### src/rtl/float_normalize.sv
// Post-add/subtract normalization: shifts the raw significand sum until the hidden bit is set,
// one shift per cycle, and hands normMant/normExp/R/S to the rounding stage over valid/ready.
module float_normalize #(
  parameter int unsigned N     = 24,
  parameter int unsigned EXP_W = 8
) (
  input  logic             i_clk,
  input  logic             i_rst_n,
  input  logic             i_in_valid,
  output logic             o_in_ready,
  input  logic [N:0]       i_in_mant,
  input  logic             i_in_guard,
  input  logic             i_in_round,
  input  logic             i_in_sticky,
  input  logic [EXP_W-1:0] i_in_exp,
  input  logic             i_in_sign,
  output logic             o_out_valid,
  input  logic             i_out_ready,
  output logic [N-1:0]     o_norm_mant,
  output logic [EXP_W-1:0] o_norm_exp,
  output logic             o_r,
  output logic             o_s,
  output logic             o_sign_out,
  output logic             o_zero_out,
  output logic             o_overflow
);

  localparam int unsigned      CNT_W     = $clog2(N + 3);
  localparam logic [EXP_W-1:0] EXP_ONE   = EXP_W'(1);
  localparam logic [EXP_W-1:0] EXP_MAX   = '1;
  localparam logic [EXP_W-1:0] EXP_SAT   = EXP_MAX - EXP_ONE;
  localparam logic [CNT_W-1:0] CNT_ONE   = CNT_W'(1);
  localparam logic [CNT_W-1:0] CNT_GUARD = CNT_W'(N + 2);

  typedef enum logic [1:0] {
    S_IDLE,
    S_RSHIFT,
    S_LSHIFT,
    S_DONE
  } state_t;

  state_t           r_state;
  logic [N:0]       r_mant;
  logic             r_g;
  logic             r_r;
  logic             r_s;
  logic [EXP_W-1:0] r_e;
  logic             r_sign;
  logic [CNT_W-1:0] r_cnt;

  logic             r_in_ready;
  logic             r_out_valid;
  logic [N-1:0]     r_norm_mant;
  logic [EXP_W-1:0] r_norm_exp;
  logic             r_out_r;
  logic             r_out_s;
  logic             r_sign_out;
  logic             r_zero_out;
  logic             r_overflow;

  // Input classification
  logic             w_in_zero;
  logic             w_in_direct;

  assign w_in_zero   = (i_in_mant == '0) && !i_in_guard && !i_in_round && !i_in_sticky;
  // Exponent already 0 means no room to shift left: deliver as a denormal.
  assign w_in_direct = i_in_mant[N-1] || (i_in_exp == '0);

  // Right-shift step (carry-out present)
  logic [N:0]       w_rs_mant;
  logic [EXP_W-1:0] w_rs_e;
  logic             w_rs_ovf;

  assign w_rs_mant = {1'b0, r_mant[N:1]};
  assign w_rs_e    = r_e + EXP_ONE;
  // Saturate rather than wrap if the exponent is already at or one below all-ones.
  assign w_rs_ovf  = (r_e == EXP_SAT) || (r_e == EXP_MAX);

  // Left-shift step
  logic [N:0]       w_ls_mant;
  logic [EXP_W-1:0] w_ls_e;
  logic [CNT_W-1:0] w_ls_cnt;
  logic             w_ls_exit;
  logic             w_ls_zero;

  assign w_ls_mant = {r_mant[N-1:0], r_g};
  assign w_ls_e    = r_e - EXP_ONE;
  assign w_ls_cnt  = r_cnt + CNT_ONE;
  assign w_ls_exit = w_ls_mant[N-1] || (w_ls_e == '0) || (w_ls_cnt == CNT_GUARD);
  // Guard exit with neither hidden bit nor exhausted exponent: nothing left to normalize.
  assign w_ls_zero = !w_ls_mant[N-1] && (w_ls_e != '0);

  // Control, datapath and registered outputs
  always_ff @(posedge i_clk or negedge i_rst_n) begin
    if (!i_rst_n) begin
      r_state     <= S_IDLE;
      r_mant      <= '0;
      r_g         <= 1'b0;
      r_r         <= 1'b0;
      r_s         <= 1'b0;
      r_e         <= '0;
      r_sign      <= 1'b0;
      r_cnt       <= '0;
      r_in_ready  <= 1'b0;
      r_out_valid <= 1'b0;
      r_norm_mant <= '0;
      r_norm_exp  <= '0;
      r_out_r     <= 1'b0;
      r_out_s     <= 1'b0;
      r_sign_out  <= 1'b0;
      r_zero_out  <= 1'b0;
      r_overflow  <= 1'b0;
    end else begin
      case (r_state)
        S_IDLE: begin
          r_in_ready <= 1'b1;
          if (i_in_valid && r_in_ready) begin
            r_in_ready <= 1'b0;
            r_mant     <= i_in_mant;
            r_g        <= i_in_guard;
            r_r        <= i_in_round;
            r_s        <= i_in_sticky;
            r_e        <= i_in_exp;
            r_sign     <= i_in_sign;
            r_cnt      <= '0;
            if (w_in_zero) begin
              r_state     <= S_DONE;
              r_out_valid <= 1'b1;
              r_zero_out  <= 1'b1;
              r_norm_mant <= '0;
              r_norm_exp  <= '0;
              r_out_r     <= 1'b0;
              r_out_s     <= 1'b0;
              r_sign_out  <= i_in_sign;
            end else if (i_in_mant[N]) begin
              r_state <= S_RSHIFT;
            end else if (w_in_direct) begin
              r_state     <= S_DONE;
              r_out_valid <= 1'b1;
              r_norm_mant <= i_in_mant[N-1:0];
              r_norm_exp  <= i_in_exp;
              r_out_r     <= i_in_guard;
              r_out_s     <= i_in_round | i_in_sticky;
              r_sign_out  <= i_in_sign;
            end else begin
              r_state <= S_LSHIFT;
            end
          end
        end

        S_RSHIFT: begin
          r_mant      <= w_rs_mant;
          r_g         <= r_mant[0];
          r_r         <= r_g;
          r_s         <= r_r | r_s;
          r_e         <= w_rs_e;
          r_state     <= S_DONE;
          r_out_valid <= 1'b1;
          r_sign_out  <= r_sign;
          if (w_rs_ovf) begin
            r_overflow  <= 1'b1;
            r_norm_exp  <= EXP_MAX;
            r_norm_mant <= '0;
            r_out_r     <= 1'b0;
            r_out_s     <= 1'b0;
          end else begin
            r_norm_mant <= w_rs_mant[N-1:0];
            r_norm_exp  <= w_rs_e;
            r_out_r     <= r_mant[0];
            r_out_s     <= r_g | r_r | r_s;
          end
        end

        S_LSHIFT: begin
          r_mant <= w_ls_mant;
          r_g    <= r_r;
          r_r    <= 1'b0;
          r_e    <= w_ls_e;
          r_cnt  <= w_ls_cnt;
          if (w_ls_exit) begin
            r_state     <= S_DONE;
            r_out_valid <= 1'b1;
            r_sign_out  <= r_sign;
            if (w_ls_zero) begin
              r_zero_out  <= 1'b1;
              r_norm_mant <= '0;
              r_norm_exp  <= '0;
              r_out_r     <= 1'b0;
              r_out_s     <= 1'b0;
            end else begin
              r_norm_mant <= w_ls_mant[N-1:0];
              r_norm_exp  <= w_ls_e;
              r_out_r     <= r_r;
              r_out_s     <= r_s;
            end
          end
        end

        S_DONE: begin
          // Result held until consumed; release clears everything and reopens the input.
          if (i_out_ready) begin
            r_state     <= S_IDLE;
            r_in_ready  <= 1'b1;
            r_out_valid <= 1'b0;
            r_norm_mant <= '0;
            r_norm_exp  <= '0;
            r_out_r     <= 1'b0;
            r_out_s     <= 1'b0;
            r_sign_out  <= 1'b0;
            r_zero_out  <= 1'b0;
            r_overflow  <= 1'b0;
          end
        end

        default: r_state <= S_IDLE;
      endcase
    end
  end

  assign o_in_ready  = r_in_ready;
  assign o_out_valid = r_out_valid;
  assign o_norm_mant = r_norm_mant;
  assign o_norm_exp  = r_norm_exp;
  assign o_r         = r_out_r;
  assign o_s         = r_out_s;
  assign o_sign_out  = r_sign_out;
  assign o_zero_out  = r_zero_out;
  assign o_overflow  = r_overflow;

endmodule

### config.mk
export PLATFORM = sky130hd
export DESIGN_NAME = float_normalize
export DESIGN_NICKNAME = d
export VERILOG_FILES = /design/src/rtl/float_normalize.sv
export SDC_FILE = /design/constraint.sdc
export NUM_CORES = 1
export LEC_CHECK = 0
export CAP_MARGIN = 20
export CORE_ASPECT_RATIO = 0.8
export CORE_MARGIN = 10
export CORE_UTILIZATION = 58
export CTS_CLUSTER_DIAMETER = 200
export DETAILED_ROUTE_END_ITERATION = 10
export DONT_BUFFER_PORTS = 1
export MAX_ROUTING_LAYER = met4
export PLACE_DENSITY = 0.85
export SLEW_MARGIN = 20
export SYNTH_ARGS = -nofsm -noshare
export SYNTH_HDL_FRONTEND = slang
export SYNTH_SLANG_ARGS = --single-unit
export TNS_END_PERCENT = 5
### constraint.sdc
create_clock -name i_clk -period 4.7 [get_ports i_clk]
set_input_delay 0.47 -clock i_clk [delete_from_list [all_inputs] [get_ports i_clk]]
set_output_delay 0.47 -clock i_clk [all_outputs]
set_load 0.01 [all_outputs]
==> results.yml, run 1 <==
worst_setup_path:
  regToRegEndpoint: "o_norm_exp[7]"
  crit_arrival_ns: 3.79
  path_class: "flop to flop"
  reg2reg_from: "r_e[0]"
  cp_max_fo: 23
  r2r_cells: 9
  reg2reg_slack_ns: 1.15
  cp.required_ns: 4.93
  crit_path_start_kind: "flop"
  end_kind: "flop"
routing:
  viasPerCell: 7.036
  vias: 5066
  remaining_drc_errors: 0
  initialDrtViolationCount: 720
  drt_first_pass_iters: 9
  ant_nets: 0
  avgRoutedWirePerCell_um: 22.46
  drt_wl_total_um: 16170
clocking:
  cts_num_sinks: 83
  cts-root-buf: "clkbuf_16"
  cts.path.max_buffers: 2
  cts_max_level: 3
  clk_pin_slew_ns: 0.06
  cts_made_buffers: 9
  clk_latency_ns: 0.35
  ctsHoldBuffers: 1
  cts_tree: "built"
  cts_setup_buffers: 0
  cts_resized: 0
finish:
  final_area_mm2: 0.005789
  fillers: 720
  postLayoutCoreUtil: 0.6379
  layout_commonest_cell: "nand2_1"
  area_delta_synth_final_pct: 6.588
  drive_gt1_frac: 0.1157
  final_cell_mix: "nand2_1, dfrtp_1, o21ai_0, a22oi_1, a31oi_1"
  antenna_cells: 0
  nets: 652
die:
  die_area_mm2: 0.01366
  io_pins: 80
  start_util: 0.5984
  dieWidth_um: 128.2
  rows: 31
  die_h_um: 106.6
  core_area_mm2: 0.009076
pwr:
  power.switching_uw: 2579
  switching_share: 0.4851
  p_per_area_mw_per_mm2: 918.5
  p_comb_frac: 0.547
  seq_power_share: 0.297
  p_int_uw: 2738
  peakVddDrop_v: 0.0009021
  clkPwrFrac: 0.156
  cellLeakagePower_uw: 0.002408
placement:
  port_buffers: 0
  hpwl_um: 11030
  gp_congestion: 0.9858
  placed_cell_area_mm2: 0.005410
timing:
  skew_ns: 0.004175
  finalCriticalPeriod_ns: 3.554
  rsz0062_at_grt: "false"
  slew-limit-headroom: 0.2492
  final-max-slew-violation-count: 0
  worstMarginPinSlew_ns: 1.118
  fin_crit_sh: 0.7561
  setup_viol: 0
  maxClockFrequency_mhz: 281.4
  finalHoldViolCount: 0
  fin_setup_tns_ns: 0
grt:
  grt_max_degree: 84
  antenna_found_initial: 0
  grt.total_usage: 0.2392
  grt-ovfl-total: 0
  busiest_layer: "met2"
  grt_pass1_vias: 4780
  grt_pass1_wl_um: 25790
  grt_use_met1: 0.3106
  grt_use_met3: 0.09186
  grt_use_met2: 0.3358
yosys:
  synth_seq_cells: 83
  synth_area_leaders: "dfrtp_1, nand2_1, o21ai_0"
  ys_dominant_reg_cell: "dfrtp_1"
  ys_warn_count: 0
  postSynth.asyncResetShare: 1.000
  yosysTopAreaCell: "dfrtp_1"
  netlist_instances: 634
  ys_types: 64
  synth_top_area_share: 0.3824
  synth-edff-count: 0
  yosysSeqAreaShare: 0.3824
  syn_avg_cell_area_um2: 8.567
  syn-num-nets: 686
  syn-cell-area_mm2: 0.005431
job:
  drv_cap: 0
min_path:
  hold_class: "primary input to asynchronous set/reset pin"
outcome:
  outcome: "complete, no violations"
-- worst max-delay path by stage --
stage | depth (start not counted) | endpoint | from | slack (ns)
detailed placement | 9 | o_norm_exp[7] | r_e[0] | 1.20
global placement | 9 | o_norm_mant[21] | r_e[0] | 1.32
CTS | 9 | o_norm_exp[7] | r_e[0] | 1.19
floorplan | 11 | o_norm_exp[0] | r_e[0] | 2.19
global route | 9 | o_norm_exp[0] | r_e[0] | 0.95
finish | 9 | o_norm_exp[7] | r_e[0] | 1.15
-- cells by family (layout without fill, tap and decap cells) --
kind of cell | count (synthesis) | after routing | synth area share
DFF | 83 | 83 | 0.3824
xor gates and xnor gates | 11 | 11 | 0.01912
and+or+nand+nor | 195 | 195 | 0.1645
adders and majority gates | 11 | 11 | 0.02534
buffers and inverters | 81 | 52 | 0.06358
muxes | 28 | 28 | 0.05897
AOI/OAI and AO/OA | 225 | 225 | 0.2861
-- metal layers --
layer / wire length, um / vias to the layer above
met4: 367 / 0
li1: - / 2242
met2: 7030 / 374
met3: 2283 / 45
met1: 6487 / 2405
met5: 0 / -
-- power by group through the flow --
stage / Clock, uW / Combinational, uW / Sequential [uW]
6_report: 828 / 2910 / 1580
5_1_grt: 859 / 3200 / 1630
4_1_cts: 835 / 2860 / 1570
3_5_place_dp: 0 / 2820 / 1570
3_3_place_gp: 0 / 2710 / 1560
2_1_floorplan: 0 / 2430 / 1360
-- worst max-delay path: stages (launching register included) --
cell and delay (ns):
dfrtp_1 0.57, inv_1 0.17, ha_1 0.30, xnor2_1 0.20, and4_4 0.26, nand3_4 0.11
o211ai_4 0.43, and3_2 0.71, buf_4 0.36, mux2_4 0.32
-- state kept, by name, summed over array words and instances, names as in the netlist, 2 cells and up --
register / cells
r_state: 2
o_norm_exp: 8
o_norm_mant: 24
r_cnt: 5
r_mant: 25
r_e: 8
-- synthesized netlist by cell type (all sizes together) (3+ instances only) --
library cell  instances
a21oi                27
a22oi                32
nand2               106
mux2                 14
o22ai                 3
xnor2                 8
buf                  18
nor2                 28
inv                  27
nand2b                6
a22o                  4
nor4                  9
a222oi                3
o211ai                3
nor3                  8
a21o                  5
mux2i                14
nand4                 3
clkbuf               36
o21ai                71
a211oi                5
ha                   11
a221o                 9
dfrtp                83
nand3                13
or3                   3
and2                  3
and3                  4
nor2b                 3
xor2                  3
a31oi                37
o221ai                3
a31o                  8
-- cell type report --
| type | instances | area, um^2 | area share |
|---|---|---|---|
| Tap cell | 115 | 143.9 | 0.02485 |
| Multi-Input combinational cell | 470 | 3029 | 0.5232 |
| Clock buffer | 10 | 239.0 | 0.04128 |
| Timing Repair Buffer | 9 | 87.58 | 0.01513 |
| Clock inverter | 6 | 111.4 | 0.01923 |
| Inverter | 27 | 101.3 | 0.01751 |
| Sequential cell | 83 | 2077 | 0.3588 |
-- per-stage QoR --
step	instances	worst slack (ns)	power [uW]	hold WS, ns
floorplan	634	2.187	3791	0.1744
global placement	703	1.321	4264	0.1787
detailed placement	703	1.200	4390	0.1782
CTS	720	1.190	5260	0.04588
global route	720	0.9494	5686	0.04827
finish	720	1.146	5317	0.007814
Note: power is estimated with default switching activity, not from simulation.
==> run 2: changes to the inputs <==
--- a/config.mk
+++ b/config.mk
@@ -13,7 +13,7 @@
 export DETAILED_ROUTE_END_ITERATION = 10
 export DONT_BUFFER_PORTS = 1
 export MAX_ROUTING_LAYER = met4
-export PLACE_DENSITY = 0.85
+export PLACE_DENSITY = 0.87
 export SLEW_MARGIN = 20
 export SYNTH_ARGS = -nofsm -noshare
 export SYNTH_HDL_FRONTEND = slang
==> constraint.sdc (replaced) <==
create_clock -name i_clk -period 3.06 [get_ports i_clk]
set_input_delay 0.306 -clock i_clk [delete_from_list [all_inputs] [get_ports i_clk]]
set_output_delay 0.306 -clock i_clk [all_outputs]
set_load 0.01 [all_outputs]
==> results.yml, run 2 (same netlist as run 1, synthesis figures left out) <==
outcome:
  outcome: "complete, no violations"
finish:
  area_delta_synth_final_pct: 7.694
  final_cell_mix: "nand2_1, dfrtp_1, o21ai_0, a22oi_1, a31oi_1"
  drive_gt1_frac: 0.1337
  antenna_cells: 0
  final_area_mm2: 0.005849
  nets: 668
  fillers: 766
  largest_register_ffs: 25
  layout_commonest_cell: "nand2_1"
  multi_input_area_mm2: 0.003028
  seq_area_mm2: 0.002077
  largest-register: "r_mant"
worst_setup_path:
  reg2reg_slack_ns: 0.21
  path_class: "flop to flop"
  reg2reg_from: "r_e[1]"
  regToRegEndpoint: "o_norm_mant[3]"
  end_kind: "flop"
  cp.required_ns: 3.33
  crit_path_start_kind: "flop"
  crit_arrival_ns: 3.11
  cp_max_fo: 14
  r2r_cells: 9
  crit_path_start: "r_e[1]"
clocking:
  cts_tree: "built"
  cts_setup_buffers: 0
  cts_resized: 0
  cts_num_sinks: 83
  cts.path.max_buffers: 2
  clk_pin_slew_ns: 0.07
  cts_max_level: 3
  cts-root-buf: "clkbuf_16"
  clk_latency_ns: 0.35
  cts_made_buffers: 9
  ctsHoldBuffers: 2
timing:
  finalHoldViolCount: 0
  slew-limit-headroom: 0.5179
  final-max-slew-violation-count: 0
  skew_ns: 0.007554
  maxClockFrequency_mhz: 351.2
  finalCriticalPeriod_ns: 2.847
  fin_setup_tns_ns: 0
  setup_viol: 0
  worstMarginPinSlew_ns: 0.7231
  rsz0062_at_grt: "false"
  fin_crit_sh: 0.9305
job:
  drv_cap: 0
pwr:
  power.switching_uw: 4089
  cellLeakagePower_uw: 0.002442
  p_per_area_mw_per_mm2: 1404
  clkPwrFrac: 0.127
  switching_share: 0.4979
  peakVddDrop_v: 0.001407
  p_int_uw: 4123
  seq_power_share: 0.292
  p_comb_frac: 0.581
grt:
  grt-ovfl-total: 0
  antenna_found_initial: 0
  grt_pass1_wl_um: 26950
  grt_max_degree: 84
  grt.total_usage: 0.2492
  grt_pass1_vias: 4755
placement:
  hpwl_um: 11790
  port_buffers: 0
  gp_congestion: 0.9548
  placed_cell_area_mm2: 0.005535
die:
  die_h_um: 106.6
  core_area_mm2: 0.009076
  io_pins: 80
  dieWidth_um: 128.2
  rows: 31
  die_area_mm2: 0.01366
  start_util: 0.5984
min_path:
  hold_class: "primary input to flop"
  min-delay-start: "i_out_ready"
  hold_end: "o_in_ready"
  holdPathStages: 2
routing:
  initialDrtViolationCount: 925
  drt_first_pass_iters: 6
  avgRoutedWirePerCell_um: 23.04
  drt_wl_total_um: 16960
  vias: 5178
  remaining_drc_errors: 0
  viasPerCell: 7.035
  ant_nets: 0
run 2: changes by cell type in the layout (fill, tap and decap cells not counted), sizes merged:
cell,before,now
dlygate4sd3,0,1
inv,28,29
bufinv,3,0
clkinvlp,1,4
buf,9,24
clkinv,1,0
run 2: how the worst max path moves through the flow:
stage          depth (start not counted)  slack [ns]             end
2_1_floorplan                         11        0.55   o_norm_exp[0]
3_3_place_gp                           9        0.42  o_norm_mant[5]
3_5_place_dp                           9        0.24  o_norm_mant[3]
4_1_cts                                9        0.24  o_norm_mant[3]
5_1_grt                                9        0.08  o_norm_mant[3]
6_report                               9        0.21  o_norm_mant[3]
run 2: layout make-up:
| type | count | area share |
|---|---|---|
| clock buffers | 10 | 0.03914 |
| clock inverters | 6 | 0.008128 |
| inverters | 27 | 0.01733 |
| multi-input cells | 470 | 0.5176 |
| flip-flops and latches | 83 | 0.3551 |
| well taps | 115 | 0.02460 |
| repair buffers | 25 | 0.03807 |
run 2: through the flow:
| stage | cells | hold WS (ns) | total power [uW] | util | setup WS, ns |
|---|---|---|---|---|---|
| floorplan | 634 | 0.01041 | 5823 | - | 0.5467 |
| global placement | 718 | 0.01518 | 6761 | 0.6099 | 0.4174 |
| detailed placement | 718 | 0.01419 | 6996 | 0.6099 | 0.2440 |
| CTS | 736 | 0.1040 | 8096 | 0.6445 | 0.2430 |
| global route | 736 | 0.1229 | 8796 | 0.6445 | 0.07839 |
| finish | 736 | 0.1006 | 8211 | 0.6445 | 0.2125 |
run 2: worst max-delay path, stage by stage, from the launching register on:
cell,delay [ns]
dfrtp_1,0.53
inv_1,0.14
ha_1,0.28
xnor2_1,0.22
and4_4,0.27
nand3_4,0.11
o211ai_4,0.20
and3_2,0.51
buf_4,0.29
mux2i_1,0.21
run 2: routing by layer:
| metal | part of all wire | track usage | up-vias |
|---|---|---|---|
| met2 | 0.44 | 0.3550 | 380 |
| met1 | 0.40 | 0.3288 | 2462 |
| met5 | 0 | - | - |
| met3 | 0.14 | 0.07895 | 63 |
| li1 | - | - | 2273 |
| met4 | 0.028 | 0.07945 | 0 |
run 2: power by group through the flow:
stage,combinational [uW],sequential (uW),clock [uW]
3_5_place_dp,4610,2390,0
3_3_place_gp,4390,2370,0
2_1_floorplan,3730,2090,0
6_report,4770,2390,1040
5_1_grt,5240,2480,1080
4_1_cts,4660,2380,1050
==> run 3: changes to the inputs <==
--- a/config.mk
+++ b/config.mk
@@ -14,6 +14,8 @@
 export DONT_BUFFER_PORTS = 1
 export MAX_ROUTING_LAYER = met4
 export PLACE_DENSITY = 0.87
+export RECOVER_POWER = 25
+export REMOVE_ABC_BUFFERS = 1
 export SLEW_MARGIN = 20
 export SYNTH_ARGS = -nofsm -noshare
 export SYNTH_HDL_FRONTEND = slang
==> results.yml, run 3 (same netlist as run 1, synthesis figures left out) <==
die:
  die_h_um: 106.6
  rows: 31
  dieWidth_um: 128.2
  die_area_mm2: 0.01366
  start_util: 0.5984
  core_area_mm2: 0.009076
  io_pins: 80
placement:
  gp_congestion: 0.9593
  hpwl_um: 11580
  port_buffers: 0
  placed_cell_area_mm2: 0.005528
clocking:
  cts_made_buffers: 9
  cts_num_sinks: 83
  cts.path.max_buffers: 2
  clk_pin_slew_ns: 0.07
  cts_tree: "built"
  clk_latency_ns: 0.35
  cts_max_level: 3
  cts_setup_buffers: 0
  cts-root-buf: "clkbuf_16"
pwr:
  cellLeakagePower_uw: 0.002441
  switching_share: 0.4974
  power.switching_uw: 4081
  fin_total_pwr_uw: 8204
  p_int_uw: 4124
  p_comb_frac: 0.575
  seq_power_share: 0.296
  peakVddDrop_v: 0.0007533
  p_per_area_mw_per_mm2: 1408
  clkPwrFrac: 0.129
worst_setup_path:
  cp.required_ns: 3.30
  reg2reg_slack_ns: 0.33
  cp_max_fo: 23
  crit_path_start_kind: "flop"
  crit_slowest_cell: "dfrtp_1"
  reg2reg_from: "r_e[0]"
  crit_chain: "inv_1, ha_1, xnor2_1, and4_4, nand3_4, o211ai_4, and3_2, buf_12, mux2_2"
  end_kind: "flop"
  path_delay_family: "simple AND/OR/NAND/NOR gates"
  crit_arrival_ns: 2.97
  cpPeakStageDelay_ns: 0.54
  cp_num_cells: 9
  cp_num_buf_inv: 2
  path_class: "flop to flop"
  regToRegEndpoint: "o_norm_exp[1]"
  r2r_cells: 9
grt:
  grt_pass1_vias: 4820
  antenna_found_initial: 0
  grt.total_usage: 0.2455
  grt-ovfl-total: 0
  grt_pass1_wl_um: 26320
  grt_max_degree: 84
routing:
  initialDrtViolationCount: 812
  vias: 5143
  avgRoutedWirePerCell_um: 22.58
  viasPerCell: 6.997
  ant_nets: 0
  drt_first_pass_iters: 8
  drt_wl_total_um: 16600
  remaining_drc_errors: 0
min_path:
  hold_class: "primary input to flop"
  min-delay-start: "i_in_sign"
  hold_end: "r_sign"
  holdPathStages: 1
finish:
  largest-register: "r_mant"
  final_cell_mix: "nand2_1, dfrtp_1, o21ai_0, a22oi_1, a31oi_1"
  nets: 667
  area_delta_synth_final_pct: 7.279
  drive_gt1_frac: 0.1339
  final_area_mm2: 0.005827
  layout_commonest_cell: "nand2_1"
  antenna_cells: 0
  largest_register_ffs: 25
timing:
  finalCriticalPeriod_ns: 2.734
  fin_crit_sh: 0.8933
  worstMarginPinSlew_ns: 2.105
  rsz0062_at_grt: "false"
  maxClockFrequency_mhz: 365.8
  final-max-slew-violation-count: 84
  finalHoldViolCount: 0
  skew_ns: 0.006239
  slew-limit-headroom: -0.4032
  setup_viol: 0
outcome:
  outcome: "finished, violations left"
  violations: "max-capacitance violations, max-slew violations"
job:
  drv_cap: 1
==> run 3: cell count changes in the layout (fill, tap and decap cells not counted) <==
| cell | before | now |
|---|---|---|
| clkinvlp_4 | 4 | 2 |
| clkbuf_1 | 1 | 0 |
| clkbuf_2 | 0 | 1 |
| buf_16 | 1 | 0 |
| clkinv_4 | 0 | 2 |
| buf_4 | 22 | 21 |
| inv_6 | 2 | 3 |
==> run 3: area by class of cell <==
cell class / instances / area (um^2)
multi-input cells: 470 / 3028
fillers: 746 / 3249
clock inverters: 7 / 58.81
inverters: 27 / 101.3
flip-flops and latches: 83 / 2077
clock buffers: 9 / 225.2
well taps: 115 / 143.9
repair buffers: 24 / 192.7
==> run 3: per-stage QoR <==
stage	util	TNS, ns	instances	hold slack [ns]	setup slack [ns]
2_1_floorplan	-	-59.45	580	0.01041	-1.522
3_3_place_gp	0.6090	0	717	0.01322	0.4374
3_5_place_dp	0.6090	0	717	0.01295	0.3625
4_1_cts	0.6445	0	735	0.1073	0.3594
5_1_grt	0.6420	0	735	0.1110	0.1376
6_report	0.6420	0	735	0.1076	0.3264
==> run 3: worst register-to-register path, stage by stage (launching register included) <==
cell and delay [ns]:
dfrtp_1 0.54, inv_1 0.17, ha_1 0.30, xnor2_1 0.21, and4_4 0.27, nand3_4 0.11
o211ai_4 0.20, and3_2 0.24, buf_12 0.21, mux2_2 0.35
==> run 3: per-layer routing <==
layer  routed length (um)  vias up  part of all wire  GRT usage
li1                     -     2282                 -          -
met1                 6754     2456              0.41     0.3170
met2                 7337      358              0.44     0.3535
met3                 2103       47              0.13    0.07646
met4                  403        0             0.024    0.08989
met5                    0        -                 0          -
==> run 3: worst max path at each step <==
stage | slack, ns | to | start
finish | 0.33 | o_norm_exp[1] | r_e[0]
global route | 0.14 | o_norm_exp[1] | r_e[0]
CTS | 0.36 | o_norm_exp[5] | r_e[0]
detailed placement | 0.36 | o_norm_exp[3] | r_e[0]
global placement | 0.44 | o_norm_exp[5] | r_e[0]
floorplan | -1.52 | r_mant[24] | r_state[0]
==> run 3: what timing repair did <==
item | CTS | global route
endpoints found under the setup margin | 0 | 0
resized for setup | 0 | 0
hold endpoints to repair | 83 | 0
hold buffers | 2 | 0
==> run 3: power by group through the flow <==
stage          clock [uW]  sequential [uW]  combinational, uW
2_1_floorplan           0             2180               3320
3_3_place_gp            0             2400               4370
3_5_place_dp            0             2430               4550
4_1_cts              1060             2410               4620
5_1_grt              1100             2500               5190
6_report             1060             2430               4720
